## src/rtl/pipe_ctrl_pkg.sv

```systemverilog
// pipe_ctrl_pkg: shared definitions for the pipeline control sequencer.
//   seq_state_e      - sequencer states
//   PC_SRC_*         - PC source select encodings
//   DEF_*            - default vector addresses and drain length
package pipe_ctrl_pkg;

  typedef enum logic [2:0] {
    ST_RST_VEC,
    ST_RUN,
    ST_DRAIN,
    ST_PUSH_PC,
    ST_PUSH_FLAGS,
    ST_VECTOR
  } seq_state_e;

  localparam logic [1:0] PC_SRC_SEQ = 2'd0;
  localparam logic [1:0] PC_SRC_BR  = 2'd1;
  localparam logic [1:0] PC_SRC_VEC = 2'd2;

  localparam logic [7:0]  DEF_RESET_VEC    = 8'h00;
  localparam logic [7:0]  DEF_INTR_VEC     = 8'h01;
  localparam int unsigned DEF_DRAIN_CYCLES = 3;

endpackage

```

## src/rtl/pipe_sequencer_if.sv

```systemverilog
// pipe_sequencer_if: control bundle between the hazard unit / pipeline and
// the sequencer.
//   master modport (sequencer): takes stall/stall_pc/branch_taken_ex/intr/
//     rti_commit, drives PC enable/select, stage enables/flushes, push
//     strobes, interrupt status, busy and stall_cnt.
//   slave modport (pipeline side): the mirror image.
interface pipe_sequencer_if;
  logic        stall;
  logic        stall_pc;
  logic        branch_taken_ex;
  logic        intr;
  logic        rti_commit;
  logic        pc_en;
  logic [1:0]  pc_src;
  logic [7:0]  vec_addr;
  logic        if_id_en;
  logic        if_id_flush;
  logic        id_ex_flush;
  logic        push_pc;
  logic        push_flags;
  logic        intr_ack;
  logic        intr_masked;
  logic        busy;
  logic [15:0] stall_cnt;

  modport master (
    input  stall, stall_pc, branch_taken_ex, intr, rti_commit,
    output pc_en, pc_src, vec_addr, if_id_en, if_id_flush, id_ex_flush,
           push_pc, push_flags, intr_ack, intr_masked, busy, stall_cnt
  );

  modport slave (
    output stall, stall_pc, branch_taken_ex, intr, rti_commit,
    input  pc_en, pc_src, vec_addr, if_id_en, if_id_flush, id_ex_flush,
           push_pc, push_flags, intr_ack, intr_masked, busy, stall_cnt
  );
endinterface

```

## src/rtl/pipe_stall_counter.sv

```systemverilog
// pipe_stall_counter: 16-bit saturating event counter, cleared only by reset.
//   clk, rst_n - clock, async active-low reset
//   inc_i      - count one event this cycle
//   count_o    - current count, holds at 16'hFFFF
module pipe_stall_counter (
  input  logic        clk,
  input  logic        rst_n,
  input  logic        inc_i,
  output logic [15:0] count_o
);
  logic [15:0] count_q;

  always_ff @(posedge clk or negedge rst_n) begin
    if (!rst_n) begin
      count_q <= '0;
    end else if (inc_i && (count_q != '1)) begin
      count_q <= count_q + 16'd1;
    end
  end

  assign count_o = count_q;
endmodule

```

## src/rtl/pipe_sequencer.sv

```systemverilog
// pipe_sequencer: pipeline control sequencer for the 4-stage 8-bit core.
// Converts stall / branch / interrupt requests into PC and stage controls
// and runs the reset-vector and interrupt-entry sequences
// (drain, push PC, push flags, load vector).
//   clk, rst_n - clock, async active-low reset
//   bus        - pipe_sequencer_if.master (requests in, controls out)
// Parameters: DRAIN_CYCLES (1..7), RESET_VEC, INTR_VEC.
// Optional: define PIPE_PERF_CNT_EN to build the saturating stall counter;
// otherwise stall_cnt reads 0.
module pipe_sequencer
  import pipe_ctrl_pkg::*;
#(
  parameter int unsigned DRAIN_CYCLES = DEF_DRAIN_CYCLES,
  parameter logic [7:0]  RESET_VEC    = DEF_RESET_VEC,
  parameter logic [7:0]  INTR_VEC     = DEF_INTR_VEC
) (
  input logic              clk,
  input logic              rst_n,
  pipe_sequencer_if.master bus
);
  localparam logic [2:0] DRAIN_LOAD = 3'(DRAIN_CYCLES - 1);

  seq_state_e state_q;
  logic [2:0] drain_q;
  logic       intr_pend_q;
  logic       intr_masked_q;

  always_ff @(posedge clk or negedge rst_n) begin
    if (!rst_n) begin
      state_q       <= ST_RST_VEC;
      drain_q       <= '0;
      intr_pend_q   <= 1'b0;
      intr_masked_q <= 1'b0;
    end else begin
      case (state_q)
        ST_RST_VEC: state_q <= ST_RUN;
        ST_RUN: begin
          if (!bus.branch_taken_ex && intr_pend_q) begin
            state_q <= ST_DRAIN;
            drain_q <= DRAIN_LOAD;
          end
        end
        ST_DRAIN: begin
          if (drain_q == '0) state_q <= ST_PUSH_PC;
          else               drain_q <= drain_q - 3'd1;
        end
        ST_PUSH_PC:    state_q <= ST_PUSH_FLAGS;
        ST_PUSH_FLAGS: state_q <= ST_VECTOR;
        ST_VECTOR:     state_q <= ST_RUN;
        default:       state_q <= ST_RST_VEC;
      endcase

      // Acknowledge wins over a same-cycle request: the accepted request is consumed.
      if (state_q == ST_VECTOR)                  intr_pend_q <= 1'b0;
      else if (bus.intr && !intr_masked_q)       intr_pend_q <= 1'b1;

      if (state_q == ST_VECTOR)                  intr_masked_q <= 1'b1;
      else if (bus.rti_commit)                   intr_masked_q <= 1'b0;
    end
  end

  // rst_n gates the outputs so reset shows the idle values rather than the
  // vector-fetch values that RST_VEC presents on the first cycle after release.
  always_comb begin
    bus.pc_en       = 1'b0;
    bus.pc_src      = PC_SRC_SEQ;
    bus.vec_addr    = '0;
    bus.if_id_en    = 1'b0;
    bus.if_id_flush = 1'b1;
    bus.id_ex_flush = 1'b1;
    bus.push_pc     = 1'b0;
    bus.push_flags  = 1'b0;
    bus.intr_ack    = 1'b0;
    if (rst_n) begin
      case (state_q)
        ST_RST_VEC: begin
          bus.pc_en    = 1'b1;
          bus.pc_src   = PC_SRC_VEC;
          bus.vec_addr = RESET_VEC;
        end
        ST_RUN: begin
          if (bus.branch_taken_ex) begin
            bus.pc_en    = 1'b1;
            bus.pc_src   = PC_SRC_BR;
            bus.if_id_en = 1'b1;
          end else begin
            bus.pc_en       = ~bus.stall_pc;
            bus.if_id_en    = ~bus.stall;
            bus.if_id_flush = 1'b0;
            bus.id_ex_flush = bus.stall;
          end
        end
        ST_DRAIN: begin
          // A branch resolving during drain still redirects the PC so the
          // saved return address is the branch target.
          if (bus.branch_taken_ex) begin
            bus.pc_en  = 1'b1;
            bus.pc_src = PC_SRC_BR;
          end
        end
        ST_PUSH_PC:    bus.push_pc    = 1'b1;
        ST_PUSH_FLAGS: bus.push_flags = 1'b1;
        ST_VECTOR: begin
          bus.pc_en    = 1'b1;
          bus.pc_src   = PC_SRC_VEC;
          bus.vec_addr = INTR_VEC;
          bus.intr_ack = 1'b1;
        end
        default: ;
      endcase
    end
  end

  assign bus.intr_masked = intr_masked_q;
  assign bus.busy        = (state_q != ST_RUN);

`ifdef PIPE_PERF_CNT_EN
  logic        stall_inc;
  logic [15:0] stall_cnt;
  assign stall_inc = (state_q == ST_RUN) && !bus.branch_taken_ex &&
                     (bus.stall || bus.stall_pc);
  pipe_stall_counter u_stall_cnt (
    .clk     (clk),
    .rst_n   (rst_n),
    .inc_i   (stall_inc),
    .count_o (stall_cnt)
  );
  assign bus.stall_cnt = stall_cnt;
`else
  assign bus.stall_cnt = '0;
`endif
endmodule

```

## src/flat_wrapper.sv

```systemverilog
// flat-port wrapper written by rule: the top's interface ports become plain ports
module pipe_sequencer_flat import pipe_ctrl_pkg::*;
#(
  parameter int unsigned DRAIN_CYCLES = DEF_DRAIN_CYCLES,
  parameter logic [7:0]  RESET_VEC    = DEF_RESET_VEC,
  parameter logic [7:0]  INTR_VEC     = DEF_INTR_VEC
)
  (clk, rst_n, bus_stall, bus_stall_pc, bus_branch_taken_ex, bus_intr, bus_rti_commit, bus_pc_en, bus_pc_src, bus_vec_addr, bus_if_id_en, bus_if_id_flush, bus_id_ex_flush, bus_push_pc, bus_push_flags, bus_intr_ack, bus_intr_masked, bus_busy, bus_stall_cnt);
  pipe_sequencer_if bus_i ();
  input logic clk;
  input logic rst_n;
  input wire logic [$bits(bus_i.stall)-1:0] bus_stall;
  input wire logic [$bits(bus_i.stall_pc)-1:0] bus_stall_pc;
  input wire logic [$bits(bus_i.branch_taken_ex)-1:0] bus_branch_taken_ex;
  input wire logic [$bits(bus_i.intr)-1:0] bus_intr;
  input wire logic [$bits(bus_i.rti_commit)-1:0] bus_rti_commit;
  output wire logic [$bits(bus_i.pc_en)-1:0] bus_pc_en;
  output wire logic [$bits(bus_i.pc_src)-1:0] bus_pc_src;
  output wire logic [$bits(bus_i.vec_addr)-1:0] bus_vec_addr;
  output wire logic [$bits(bus_i.if_id_en)-1:0] bus_if_id_en;
  output wire logic [$bits(bus_i.if_id_flush)-1:0] bus_if_id_flush;
  output wire logic [$bits(bus_i.id_ex_flush)-1:0] bus_id_ex_flush;
  output wire logic [$bits(bus_i.push_pc)-1:0] bus_push_pc;
  output wire logic [$bits(bus_i.push_flags)-1:0] bus_push_flags;
  output wire logic [$bits(bus_i.intr_ack)-1:0] bus_intr_ack;
  output wire logic [$bits(bus_i.intr_masked)-1:0] bus_intr_masked;
  output wire logic [$bits(bus_i.busy)-1:0] bus_busy;
  output wire logic [$bits(bus_i.stall_cnt)-1:0] bus_stall_cnt;
  assign bus_i.stall = bus_stall;
  assign bus_i.stall_pc = bus_stall_pc;
  assign bus_i.branch_taken_ex = bus_branch_taken_ex;
  assign bus_i.intr = bus_intr;
  assign bus_i.rti_commit = bus_rti_commit;
  assign bus_pc_en = bus_i.pc_en;
  assign bus_pc_src = bus_i.pc_src;
  assign bus_vec_addr = bus_i.vec_addr;
  assign bus_if_id_en = bus_i.if_id_en;
  assign bus_if_id_flush = bus_i.if_id_flush;
  assign bus_id_ex_flush = bus_i.id_ex_flush;
  assign bus_push_pc = bus_i.push_pc;
  assign bus_push_flags = bus_i.push_flags;
  assign bus_intr_ack = bus_i.intr_ack;
  assign bus_intr_masked = bus_i.intr_masked;
  assign bus_busy = bus_i.busy;
  assign bus_stall_cnt = bus_i.stall_cnt;
  pipe_sequencer #(.DRAIN_CYCLES(DRAIN_CYCLES), .RESET_VEC(RESET_VEC), .INTR_VEC(INTR_VEC)) u_core (.clk(clk), .rst_n(rst_n), .bus(bus_i));
endmodule
```

## config.mk

```make
export PLATFORM = sky130hd
export DESIGN_NAME = pipe_sequencer_flat
export DESIGN_NICKNAME = d
export VERILOG_FILES = /design/src/rtl/pipe_ctrl_pkg.sv /design/src/rtl/pipe_sequencer_if.sv /design/src/rtl/pipe_stall_counter.sv /design/src/rtl/pipe_sequencer.sv /design/src/flat_wrapper.sv
export SDC_FILE = /design/constraint.sdc
export NUM_CORES = 1
export LEC_CHECK = 0
export CAP_MARGIN = 25
export CORE_UTILIZATION = 37
export DETAILED_ROUTE_END_ITERATION = 12
export MAX_ROUTING_LAYER = met4
export PLACE_DENSITY = 0.89
export SLEW_MARGIN = 5
export SYNTH_ARGS = -nofsm -noshare
export SYNTH_HDL_FRONTEND = slang
export SYNTH_SLANG_ARGS = --single-unit
```

## constraint.sdc

```tcl
create_clock -name clk -period 1.9 [get_ports clk]
set_input_delay 0.19 -clock clk [delete_from_list [all_inputs] [get_ports clk]]
set_output_delay 0.19 -clock clk [all_outputs]
set_load 0.05 [all_outputs]
```

After elaboration in Yosys (flattened, before gate mapping)
Index checks and enable logic that the tools add are counted.
Word-level totals
  flip-flop bits (word level): 8
  input bits: 7
  output and inout port bits: 35
  logic and storage cells: 61
Cells by class
  $add $sub $neg: 1
  equality and inequality tests: 9
  mux-type cells: 32
  bitwise logic cells: 2
  reductions and logical operators: 13
Operators with widths (count)
  $mux W1: 23
  $pmux W3 S5: 1
  $mux W3: 3
  $mux W8: 1
  $eq A3 B2 Y1 const B: 2
  $eq A3 B3 Y1 const B: 2
  $logic_not A3 Y1: 2
  $pmux W3 S2: 1
  $reduce_bool A2 Y1: 3
  $ne A2 B1 Y1 const B: 2
  $pmux W2 S2: 1
  $reduce_or A2 Y1: 2
  $eq A3 B1 Y1 const B: 1
  $ne A3 B1 Y1 const B: 1
  $pmux W1 S3: 1
  $reduce_and A3 Y1: 1
  $sub A3 B1 Y3 const B: 1
  $logic_and A1 B1 Y1: 2
  $logic_not A1 Y1: 2
  $mux W2: 1
  $ne A2 B2 Y1 const B: 1
  $not A1 Y1: 2
  $reduce_and A2 Y1: 1

Longest topological paths before layout
  depth in word-level cells: 4
  depth in mapped cells: 5
  mapped depth without buffers: 5

Worst setup path before layout
Ideal clock, no wire load.
  kind: register to output
  start point: reg u_core.state_q[1]
  end point: out bus_if_id_en
  arrival: 1.785 ns
  required time: 1.710 ns
  setup slack: -0.075 ns
  stages on the path, launching flop included: 3
  buffers on the path: 0
  path through: dfrtp_1 nand2b_2 a211oi_1
Between the ends
  cells in the longest elaborated chain, start to end: 3
Ends and longest elaborated chain
  from (decl): RTL line pipe_sequencer.sv:23  | seq_state_e state_q;
  from (signal assigned): RTL line pipe_sequencer.sv:30  | state_q <= ST_RST_VEC;
  from (signal assigned): RTL line pipe_sequencer.sv:36  | ST_RST_VEC: state_q <= ST_RUN;
  from (signal assigned): RTL line pipe_sequencer.sv:39  | state_q <= ST_DRAIN;
  $eq A3 B1 Y1: RTL line pipe_sequencer.sv:75  | case (state_q)
  $mux W1: RTL line pipe_sequencer.sv:75
  $mux W1: RTL line pipe_sequencer.sv:74  | if (rst_n) begin
  to (decl): RTL line flat_wrapper.sv:20  | output wire logic [$bits(bus_i.if_id_en)-1:0] bus_if_id_en;
Every way passes these cells.

Worst setup path in the final report
  start point: reg u_core.state_q[1]
  end point: out bus_id_ex_flush
Between the ends
  cells in the longest elaborated chain, start to end: 3
Ends and longest elaborated chain
  $eq A3 B1 Y1: RTL line pipe_sequencer.sv:75
  $mux W1: RTL line pipe_sequencer.sv:75
  $mux W1: RTL line pipe_sequencer.sv:74
  to (decl): RTL line flat_wrapper.sv:22  | output wire logic [$bits(bus_i.id_ex_flush)-1:0] bus_id_ex_flush;
Every way passes these cells.

==> key figures <==
Run status
  • Status: finished, final reports clean

Placement
  • Place WS: around 0.17 ns
  • Post-DP HPWL: 1.15 mm
  • Gpl congestion: 0.806
  • Buffers on Ports: 18

Timing
  • Final Cycle Share: between 90% and 100%
  • FMAX: about 0.55 GHz
  • Finish-stage setup viols: 0
  • Clock skew: 0.00693 ns
  • Tmin final: 1.82 ns
  • Worst setup margin: just over 0.08 ns
  • RSZ-0062 raised after global routing: no
  • Sum Neg Setup Slack: 0 ns
  • Slew margin rel.: around 67%
  • Final Hold Fails: 0
  • Final Slew Violations: 0
  • Actual slew at the worst max-slew pin: just under 0.5 ns

Worst setup path
  • Critical Path RT: 1.71 ns
  • Crit path kind: flip-flop to primary output
  • R2R depth: 5
  • Data arrival, critical path: 1.63 ns
  • Startpoint Class: flip-flop
  • FF-to-FF setup slack: 0.47 ns
  • FF-to-FF End: u_core.drain_q[1]
  • FF-to-FF Start: u_core.drain_q[0]
  • Critical Path End Type: primary output
  • Crit-path max FO: 5

Global routing
  • Pin count of the biggest net entering global routing: 13
  • GRT Total Usage: between 10 and 15%
  • Initial antenna violation count: 0
  • First-pass GRT wire length: ~2.1 mm
  • Total global routing overflow: 0
  • Vias in the first global route: ~500

Yosys
  • Sequential element share of the synthesized area: between 20% and 30%
  • Syn. warnings: 0
  • Syn Area/Cell: between 8 and 9 um^2
  • Ys async rst share: 100%
  • Primary FF master, synth: dfrtp_1
  • Post-synth EDFFs: 0
  • Post-synthesis cell count: 84
  • Yosys reg bits: 8
  • Mapped Area: ~730 um^2
  • Netlist cell types: 32

Detailed routing
  • Initial drt markers: 5
  • Vias post-DR: between 500 and 600
  • # DRC: 0
  • Drt first pass iters: 4
  • Via density: 4.57
  • Antenna viol nets, final: 0
  • WL per Instance: roughly 11 um
  • Total wire length: between 1 and 1.5 mm

Clock network
  • Clk pin slew, worst setup/hold paths: about 0.060 ns
  • # H-tree levels: 1
  • Clk_lat worst skew: approximately 0.26 ns
  • CTS tree: built
  • Hold buffer count at cts: 0
  • CTS max path bufs: 2
  • Total CTS buffers: 3
  • TritonCTS Sinks: 8
  • Post-CTS setup buffers: 0
  • Clk root buf: clkbuf_4
  • Resized Gates After CTS: 0

Floorplan
  • Initial Util: approximately 41%
  • Full die area: 2150 um^2
  • Core area: between 1500 and 2000 um^2
  • I/O pin cnt: 42
  • # rows: 15
  • Die Height: approximately 46 um
  • Die width: around 46 um

Finish
  • Area of the multi-input gates: between 300 and 400 um^2
  • Filler instances: about 160
  • # nets final: roughly 120
  • Register Area: around 200 um^2
  • Diode count: 0
  • Synth-to-layout area growth: 30.9%
  • Ratio of cells with drive above 1 in the final layout: between 20% and 30%

Power
  • Pwr/cell area: ~1700 nW/um^2
  • Lkg Pwr: approximately 0.00044 uW
  • VDD IR max: ~0.00054 V

Flow run
  • Max cap viols: 0

Min path
  • Min-delay worst type: input pin to async pin
[state kept, by name (all words and copies together) (netlist names)]
signal and flops:
u_core.drain_q 3, u_core.state_q 3, u_core.bus.intr_masked 1, u_core.intr_pend_q 1
[layout by cell type, fill, tap and decap left out, types with 2 or more instances in the layout]
| cell | count |
|---|---|
| buf_12 | 8 |
| inv_1 | 7 |
| ha_1 | 2 |
| a21oi_1 | 6 |
| buf_4 | 7 |
| clkdlybuf4s50_1 | 7 |
| nor2b_1 | 2 |
| a211oi_2 | 2 |
| clkbuf_4 | 3 |
| o22ai_1 | 2 |
| conb_1 | 23 |
| nor2_1 | 3 |
| dfrtp_1 | 8 |
| nand2_1 | 3 |
| or3_1 | 2 |
[metal layers]
metal / GRT usage [%] / routed length (um) / up-vias
li1: - / - / 280
met1: 15.8 / 578 / 279
met2: 23.6 / 764 / 28
met3: 3.92 / 105 / 2
met4: 8.82 / 6 / 0
met5: - / 0 / -
[cell families (layout without fill, tap and decap cells)]
group | after synthesis | after routing | synth area share (%)
compound gates | 16 | 16 | 14.4
xor+xnor | 1 | 1 | 1.20
fa+ha+maj | 2 | 2 | 3.43
buf+inv | 34 | 32 | 31.6
flops | 8 | 8 | 27.4
mux | 1 | 1 | 1.37
other cells | 1 | 23 | 0.514
simple gates | 21 | 21 | 20.1
[power by group]
group	total [uW]	leakage, uW	switching (uW)	internal [uW]
sequential	281	0.0000969	40.5	240
combinational	1180	0.000334	724	453
clock	131	0.0000138	58.4	72.3
[worst max-delay path by stage]
stage	startpoint	endpoint	slack, ns	depth (start not counted)
final	u_core.state_q[1]	bus_id_ex_flush	0.08	4
after global routing	u_core.state_q[1]	bus_id_ex_flush	0.007	4
after CTS	u_core.state_q[1]	bus_id_ex_flush	0.06	4
after detailed placement	rst_n	bus_id_ex_flush	0.17	5
after global placement	rst_n	bus_id_ex_flush	0.20	5
after floorplan	u_core.state_q[0]	bus_push_flags	0.05	2
[final cells by class]
type	instances	share of cell area, %
multi-input combinational	64	41.0
sequential	8	21.0
clock buffer	3	2.36
timing repair buffer	22	29.6
inverter	7	2.75
tap	25	3.28
[stage by stage]
stage / std cells / power [uW] / hold WS [ns] / area [um^2] / utilization [%]
finish: 129 / 1590 / 0.258 / 955 / 53.5
global route: 129 / 1690 / 0.268 / 955 / 53.5
CTS: 129 / 1600 / 0.253 / 955 / 53.5
detailed placement: 126 / 1460 / 0.477 / 932 / 52.3
global placement: 126 / 1430 / 0.462 / 932 / 52.3
floorplan: 106 / 1130 / -0.106 / 822 / -
[cell usage after synthesis (2+ instances only)]
cell type  count  area share, %
buf_4         25             26
dfrtp_1        8             27
inv_1          7            3.6
a21oi_1        6            4.1
a211oi_1       3            3.1
nand2_1        3            1.5
nor2_1         3            1.5
ha_1           2            3.4
nor2b_1        2            1.7
o22ai_1        2            1.7
or3_1          2            1.7
[worst max-delay path: stages (launching register included)]
cell      delay (ns)
dfrtp_1         0.37
nand2b_2        0.23
or3_4           0.38
or2_1           0.21
buf_4           0.19
(Power assumes the default switching activity.)
